File: src/rtl/serial_adder_pkg.sv
// rtl/serial_adder_pkg.sv - shared types and helpers for the bit-serial adder controller
package serial_adder_pkg;

    typedef enum logic [1:0] {
        IDLE = 2'd0,
        RUN  = 2'd1,
        DONE = 2'd2
    } state_t;

    localparam int DEFAULT_WIDTH = 8;

    // Counter must be able to hold WIDTH itself, the value it reaches on the final RUN cycle.
    function automatic int cnt_width(input int w);
        return $clog2(w + 1);
    endfunction

endpackage

File: src/rtl/full_adder_bit.sv
// rtl/full_adder_bit.sv - combinational 1-bit full adder built from two half adders
module full_adder_bit (
    input  logic a,
    input  logic b,
    input  logic cin,
    output logic s,
    output logic cout
);

    logic s1;
    logic c1;
    logic c2;

    halfadder u_ha0 (.x(a),  .y(b),   .s(s1), .c(c1));
    halfadder u_ha1 (.x(s1), .y(cin), .s(s),  .c(c2));

    assign cout = c1 | c2;

endmodule

File: src/rtl/halfadder.sv
// rtl/halfadder.sv - 1-bit half adder
module halfadder (
    input  logic x,
    input  logic y,
    output logic s,
    output logic c
);

    assign s = x ^ y;
    assign c = x & y;

endmodule

File: src/rtl/serial_adder_ctrl.sv
// rtl/serial_adder_ctrl.sv - bit-serial add controller; SERIAL_ADDER_SUB_EN adds a subtract port
module serial_adder_ctrl
    import serial_adder_pkg::*;
#(
    parameter int WIDTH = DEFAULT_WIDTH
) (
    input  logic             clk,
    input  logic             rst_n,
    input  logic             in_valid,
    output logic             in_ready,
    input  logic [WIDTH-1:0] a,
    input  logic [WIDTH-1:0] b,
    input  logic             cin,
`ifdef SERIAL_ADDER_SUB_EN
    input  logic             sub,
`endif
    output logic             out_valid,
    input  logic             out_ready,
    output logic [WIDTH-1:0] sum,
    output logic             cout,
    output logic             busy
);

    localparam int CW = cnt_width(WIDTH);

    state_t           state;
    state_t           state_nxt;
    logic [WIDTH-1:0] a_sh;
    logic [WIDTH-1:0] b_sh;
    logic [WIDTH-1:0] s_sh;
    logic [WIDTH-1:0] s_nxt;
    logic [WIDTH-1:0] b_load;
    logic             carry;
    logic             carry_load;
    logic             bit_s;
    logic             bit_c;
    logic [CW-1:0]    cnt;
    logic             last;

    full_adder_bit u_fa (
        .a    (a_sh[0]),
        .b    (b_sh[0]),
        .cin  (carry),
        .s    (bit_s),
        .cout (bit_c)
    );

`ifdef SERIAL_ADDER_SUB_EN
    // a - b as a + ~b + 1; carry-out then means "no borrow".
    assign b_load     = sub ? ~b : b;
    assign carry_load = sub | cin;
`else
    assign b_load     = b;
    assign carry_load = cin;
`endif

    assign last = (cnt == CW'(WIDTH - 1));

    always_comb begin
        s_nxt            = s_sh >> 1;
        s_nxt[WIDTH-1]   = bit_s;
    end

    always_comb begin
        state_nxt = state;
        case (state)
            IDLE:    if (in_valid)  state_nxt = RUN;
            RUN:     if (last)      state_nxt = DONE;
            DONE:    if (out_ready) state_nxt = IDLE;
            default:                state_nxt = IDLE;
        endcase
    end

    always_ff @(posedge clk or negedge rst_n) begin
        if (!rst_n) begin
            state <= IDLE;
        end else begin
            state <= state_nxt;
        end
    end

    always_ff @(posedge clk or negedge rst_n) begin
        if (!rst_n) begin
            a_sh  <= '0;
            b_sh  <= '0;
            s_sh  <= '0;
            carry <= 1'b0;
            cnt   <= '0;
            sum   <= '0;
            cout  <= 1'b0;
        end else begin
            case (state)
                IDLE: begin
                    if (in_valid) begin
                        a_sh  <= a;
                        b_sh  <= b_load;
                        carry <= carry_load;
                        cnt   <= '0;
                    end
                end
                RUN: begin
                    a_sh  <= a_sh >> 1;
                    b_sh  <= b_sh >> 1;
                    s_sh  <= s_nxt;
                    carry <= bit_c;
                    cnt   <= cnt + CW'(1);
                    // Result registers only move on the final bit so they hold the previous result meanwhile.
                    if (last) begin
                        sum  <= s_nxt;
                        cout <= bit_c;
                    end
                end
                default: ;
            endcase
        end
    end

    assign in_ready  = (state == IDLE);
    assign out_valid = (state == DONE);
    assign busy      = (state != IDLE);

endmodule

File: config.mk
export PLATFORM = sky130hd
export DESIGN_NAME = serial_adder_ctrl
export DESIGN_NICKNAME = d
export VERILOG_FILES = /design/src/rtl/serial_adder_pkg.sv /design/src/rtl/full_adder_bit.sv /design/src/rtl/halfadder.sv /design/src/rtl/serial_adder_ctrl.sv
export SDC_FILE = /design/constraint.sdc
export NUM_CORES = 1
export LEC_CHECK = 0
export ABC_CLOCK_PERIOD_IN_PS = 2600
export BUFFER_PORTS_ARGS = -buffer_cell sky130_fd_sc_hd__buf_2
export CAP_MARGIN = 20
export CORE_UTILIZATION = 25
export DETAILED_ROUTE_END_ITERATION = 6
export GPL_TIMING_DRIVEN = 0
export PLACE_DENSITY = 0.5
export SYNTH_ARGS = -nofsm -noshare
export SYNTH_HDL_FRONTEND = slang
export SYNTH_SLANG_ARGS = --single-unit
File: constraint.sdc
create_clock -name clk -period 2.6 [get_ports clk]
set_input_delay 0.52 -clock clk [delete_from_list [all_inputs] [get_ports clk]]
set_output_delay 0.52 -clock clk [all_outputs]
set_load 0.01 [all_outputs]
After elaboration in Yosys (flattened, before gate mapping)
Cells that the tools add are included.

Register bits after elaboration: 40. Input port bits: 21. Output and inout bits: 12. Word-level logic and storage cells: 38.

$add $sub $neg: 1. Equality and inequality tests: 6. Muxes and demuxes: 12. Bitwise logic cells: 5. Reductions and logical operators: 6.

Operators with widths (number): $pmux W8 S2 (2); $mux W8 (2); $pmux W4 S2 (1); $mux W2 (3); $pmux W2 S3 (1); $add A4 B1 Y4 const B (1); $eq A4 B3 Y1 const B (1); $mux W4 (1); $ne A2 B2 Y1 const B (2); $reduce_and A2 Y1 (2); $reduce_bool A2 Y1 (2); $reduce_and A3 Y1 (1); $and A1 B1 Y1 (2); $eq A2 B1 Y1 const B (1); $eq A2 B2 Y1 const B (1); $logic_not A2 Y1 (1); $ne A2 B1 Y1 const B (1); $pmux W1 S2 (1); $xor A1 B1 Y1 (2); $mux W1 (1); $or A1 B1 Y1 (1).

Logic depth before layout (Yosys ltp)
Depth after elaboration: 4. Depth in mapped cells: 4. Depth with buffers taken out: 4.

Cells and area by module
Synthesis repeated with hierarchy kept, for this count alone.

Cell total of the unflattened synthesis: 150. Area total of the unflattened synthesis: 1709.1 um2.

By module, submodules not included: serial_adder_ctrl (instances 1, cells each 147, area an instance 1677.9 um2, sequential area each 975.9 um2); halfadder (instances 2, cells each 1, area an instance 12.5 um2, sequential area each 0.0 um2); full_adder_bit (instances 1, cells each 1, area an instance 6.3 um2, sequential area each 0.0 um2).

Worst setup path before layout
OpenSTA, ideal clock, no wires.

Path type: flip-flop to output port. Start: reg state[1]. End: out in_ready. Arrival: 0.996 ns. Data required time: 2.080 ns. Setup slack: 1.084 ns. Cell stages (with the launch flop): 4. Buffers on the path: 1. Path through: dfrtp_1 -> clkbuf_1 -> or2_2 -> inv_1.

Word-level cells in the longest chain between the ends: 1.

RTL lines: start, declared (line serial_adder_ctrl.sv:26) `state_t state;`; start signal, assigned (line serial_adder_ctrl.sv:78) `state <= state_nxt;`; $logic_not A2 Y1 (line serial_adder_ctrl.sv:118) `assign in_ready = (state == IDLE);`; end, declared (line serial_adder_ctrl.sv:10) `output logic in_ready,`.

No other way between the ends.

Worst setup path in the final report
Ends and elaborated chain as after synthesis.

==> results.yml <==
global_route:
  grt_start_max_net_pins: 40
  antenna_found_initial: 0
  overflow: 0
  grt_pass1_vias: 1255
  grt.total_usage: 0.114
  grt_pass1_wl_um: 6290
sta:
  fin_crit_ns: 2.01
  max_freq_ghz: 0.497
  setup_viol: 0
  maxSlewHeadroom: 0.416
  rsz0062_at_grt: "false"
  final.setup.tns_ns: 0
  tightest_slew_ns: 0.876
  fin_skew_ns: 0.00923
  hold_viol_final: 0
  maxSlewViolCount: 0
  hold_ws_ns: 0.331
  post-route-period-util: 0.774
logic_synthesis:
  synth_area_leaders: "dfrtp_1, mux2_2, o21ai_0"
  synthSimpleGateAreaFrac: 0.132
  syn_nets: 175
  synth_top_area_cell: "dfrtp_1"
  synth_compound_area_frac: 0.138
  synth_top_family_by_area: "compound AO/OA/AOI/OAI gates"
  synthAdderAreaFrac: 0.0189
  synth.area.mux_share: 0.111
  synth.cell_area_um2: 1720
  ys_types: 23
  synth_warnings: 0
  yosysTopAreaCellShare: 0.568
  avgSynthCellArea_um2: 11.3
  syn_inst: 152
  yosysSeqAreaShare: 0.568
  synth_seq_cells: 39
  yosys.area_share.xor_xnor: 0
hold_path:
  hold_path.class: "input pin to async pin"
worst_setup_path:
  cp_slowest_stage_delay_ns: 0.44
  path_buf_inv: 3
  worstPathMaxFanout: 10
  criticalPathCategory: "register to output pin"
  r2r_slack_ns: 0.94
  ff2ff_path_depth: 4
  crit_arrival_ns: 1.49
  crit_chain: "clkbuf_1 -> or2_2 -> inv_1 -> buf_2"
  startpoint_type: "register"
  cp-startpoint: "state[1]"
  timing.critical_path.required_ns: 2.08
  crit_family: "flip-flops"
  r2r-start: "cnt[0]"
  path_depth: 4
  endpoint_kind: "output pin"
  cpMaxStageDelayCell: "dfrtp_1"
die:
  die-area_um2: 7210
  ios: 33
  start_util: 0.264
  coreArea_um2: 6490
  die_x_um: 84.9
  rows: 29
  die_h_um: 84.9
route:
  ant_nets: 0
  vias_per_cell: 4.51
  first_iter_violations: 77
  wirelength_um: 3680
  drc: 0
  wire_per_inst_um: 13.7
  drtPass1Iterations: 6
  vias: 1212
clock_tree:
  cts.sinks: 39
  clk_pin_slew_ns: 0.08
  clock_path_buffers: 2
  postCtsHoldBufs: 0
  cts-resized-gates: 0
  postCtsSetupBuffers: 0
  htreeDepth: 2
  clock-root-buffer: "clkbuf_8"
  cts_tree: "yes"
  clk_latency_ns: 0.30
  numCtsBuffers: 5
place:
  placed_area_um2: 1970
  gp_congestion: 0.733
  port-buffer-count: 32
  dp_hpwl_um: 2560
final_layout:
  utilization: 0.325
  nets: 214
  layout_common_cells: "dfrtp_1, buf_2, nand2_1, o21ai_0, mux2_2"
  final_common_cell: "dfrtp_1"
  areaGrowthSynthToFinish_pct: 22.9
  antennaDiodeCount: 0
  drive_above_1_share: 0.333
  final_cell_area_um2: 2110
power_and_ir_drop:
  p_leak_uw: 0.000999
  p_per_area_nw_per_um2: 1130
  ir_drop_mv: 0.330
flow_run:
  cap_viol_max_count: 0
outcome:
  status: "complete, no violations"
-- power breakdown --
group | internal, µW | switching, µW | total (µW) | leakage, µW
combinational | 383 | 371 | 753 | 0.000434
sequential | 858 | 166 | 1020 | 0.000500
clock | 383 | 224 | 607 | 0.0000644
total | 1620 | 760 | 2380 | 0.000999
-- cell families after synthesis --
group | count (synthesis)
buffers and inverters | 13
DFF | 39
AOI/OAI and AO/OA | 41
adders and majority gates | 2
and+or+nand+nor | 40
muxes | 17
-- routing by layer --
layer | share of wire | wire [µm] | GRT usage
met5 | 0 | 0 | 0
met4 | 0.019 | 70 | 0.0462
met3 | 0.034 | 125 | 0.0292
met2 | 0.44 | 1610 | 0.177
met1 | 0.51 | 1880 | 0.153
-- path summary, 6_finish.rpt --
| path | endpoint |
|---|---|
| hold / removal | sum[2] |
| hold reg to reg | b_sh[2] |
| setup / recovery | in_ready |
| setup reg to reg | sum[0] |
| min in group clk | b_sh[2] |
| max in group asynchronous | b_sh[1] |
-- cells in the mapped netlist --
cell type / count
nor3_4: 1
o21ai_0: 19
nand2b_4: 1
mux2_2: 17
o311ai_0: 1
dfrtp_1: 39
a22oi_1: 8
a21oi_1: 10
o21bai_1: 1
nor2_1: 2
buf_2: 4
ha_1: 1
clkbuf_1: 6
and2b_1: 1
a21o_1: 1
nand2_1: 21
nor2b_1: 4
or2_2: 1
a22o_1: 1
nand3_1: 2
fa_1: 1
inv_1: 3
and3b_1: 7
-- sequential cells by signal (all words and copies together), names as in the netlist --
register,flops
carry,1
s_sh,7
cout,1
state,2
cnt,4
b_sh,8
a_sh,8
sum,8
-- cell type report --
class	instances	area [µm²]
buffer	10	42.5
clock buffer	5	68.8
clock inverter	3	67.6
fill	666	4380
inverter	3	11.3
multi-input combinational	100	688
sequential	39	976
tap	77	96.3
timing repair buffer	32	160
-- metrics by stage --
step,total power [µW],setup slack (ns),std cells
global placement,1790,0.901,261
finish,2380,0.587,269
floorplan,1540,1.08,152
global route,2560,0.516,269
detailed placement,1810,0.903,261
CTS,2420,0.575,269
Note: power is estimated with default switching activity, not from simulation.
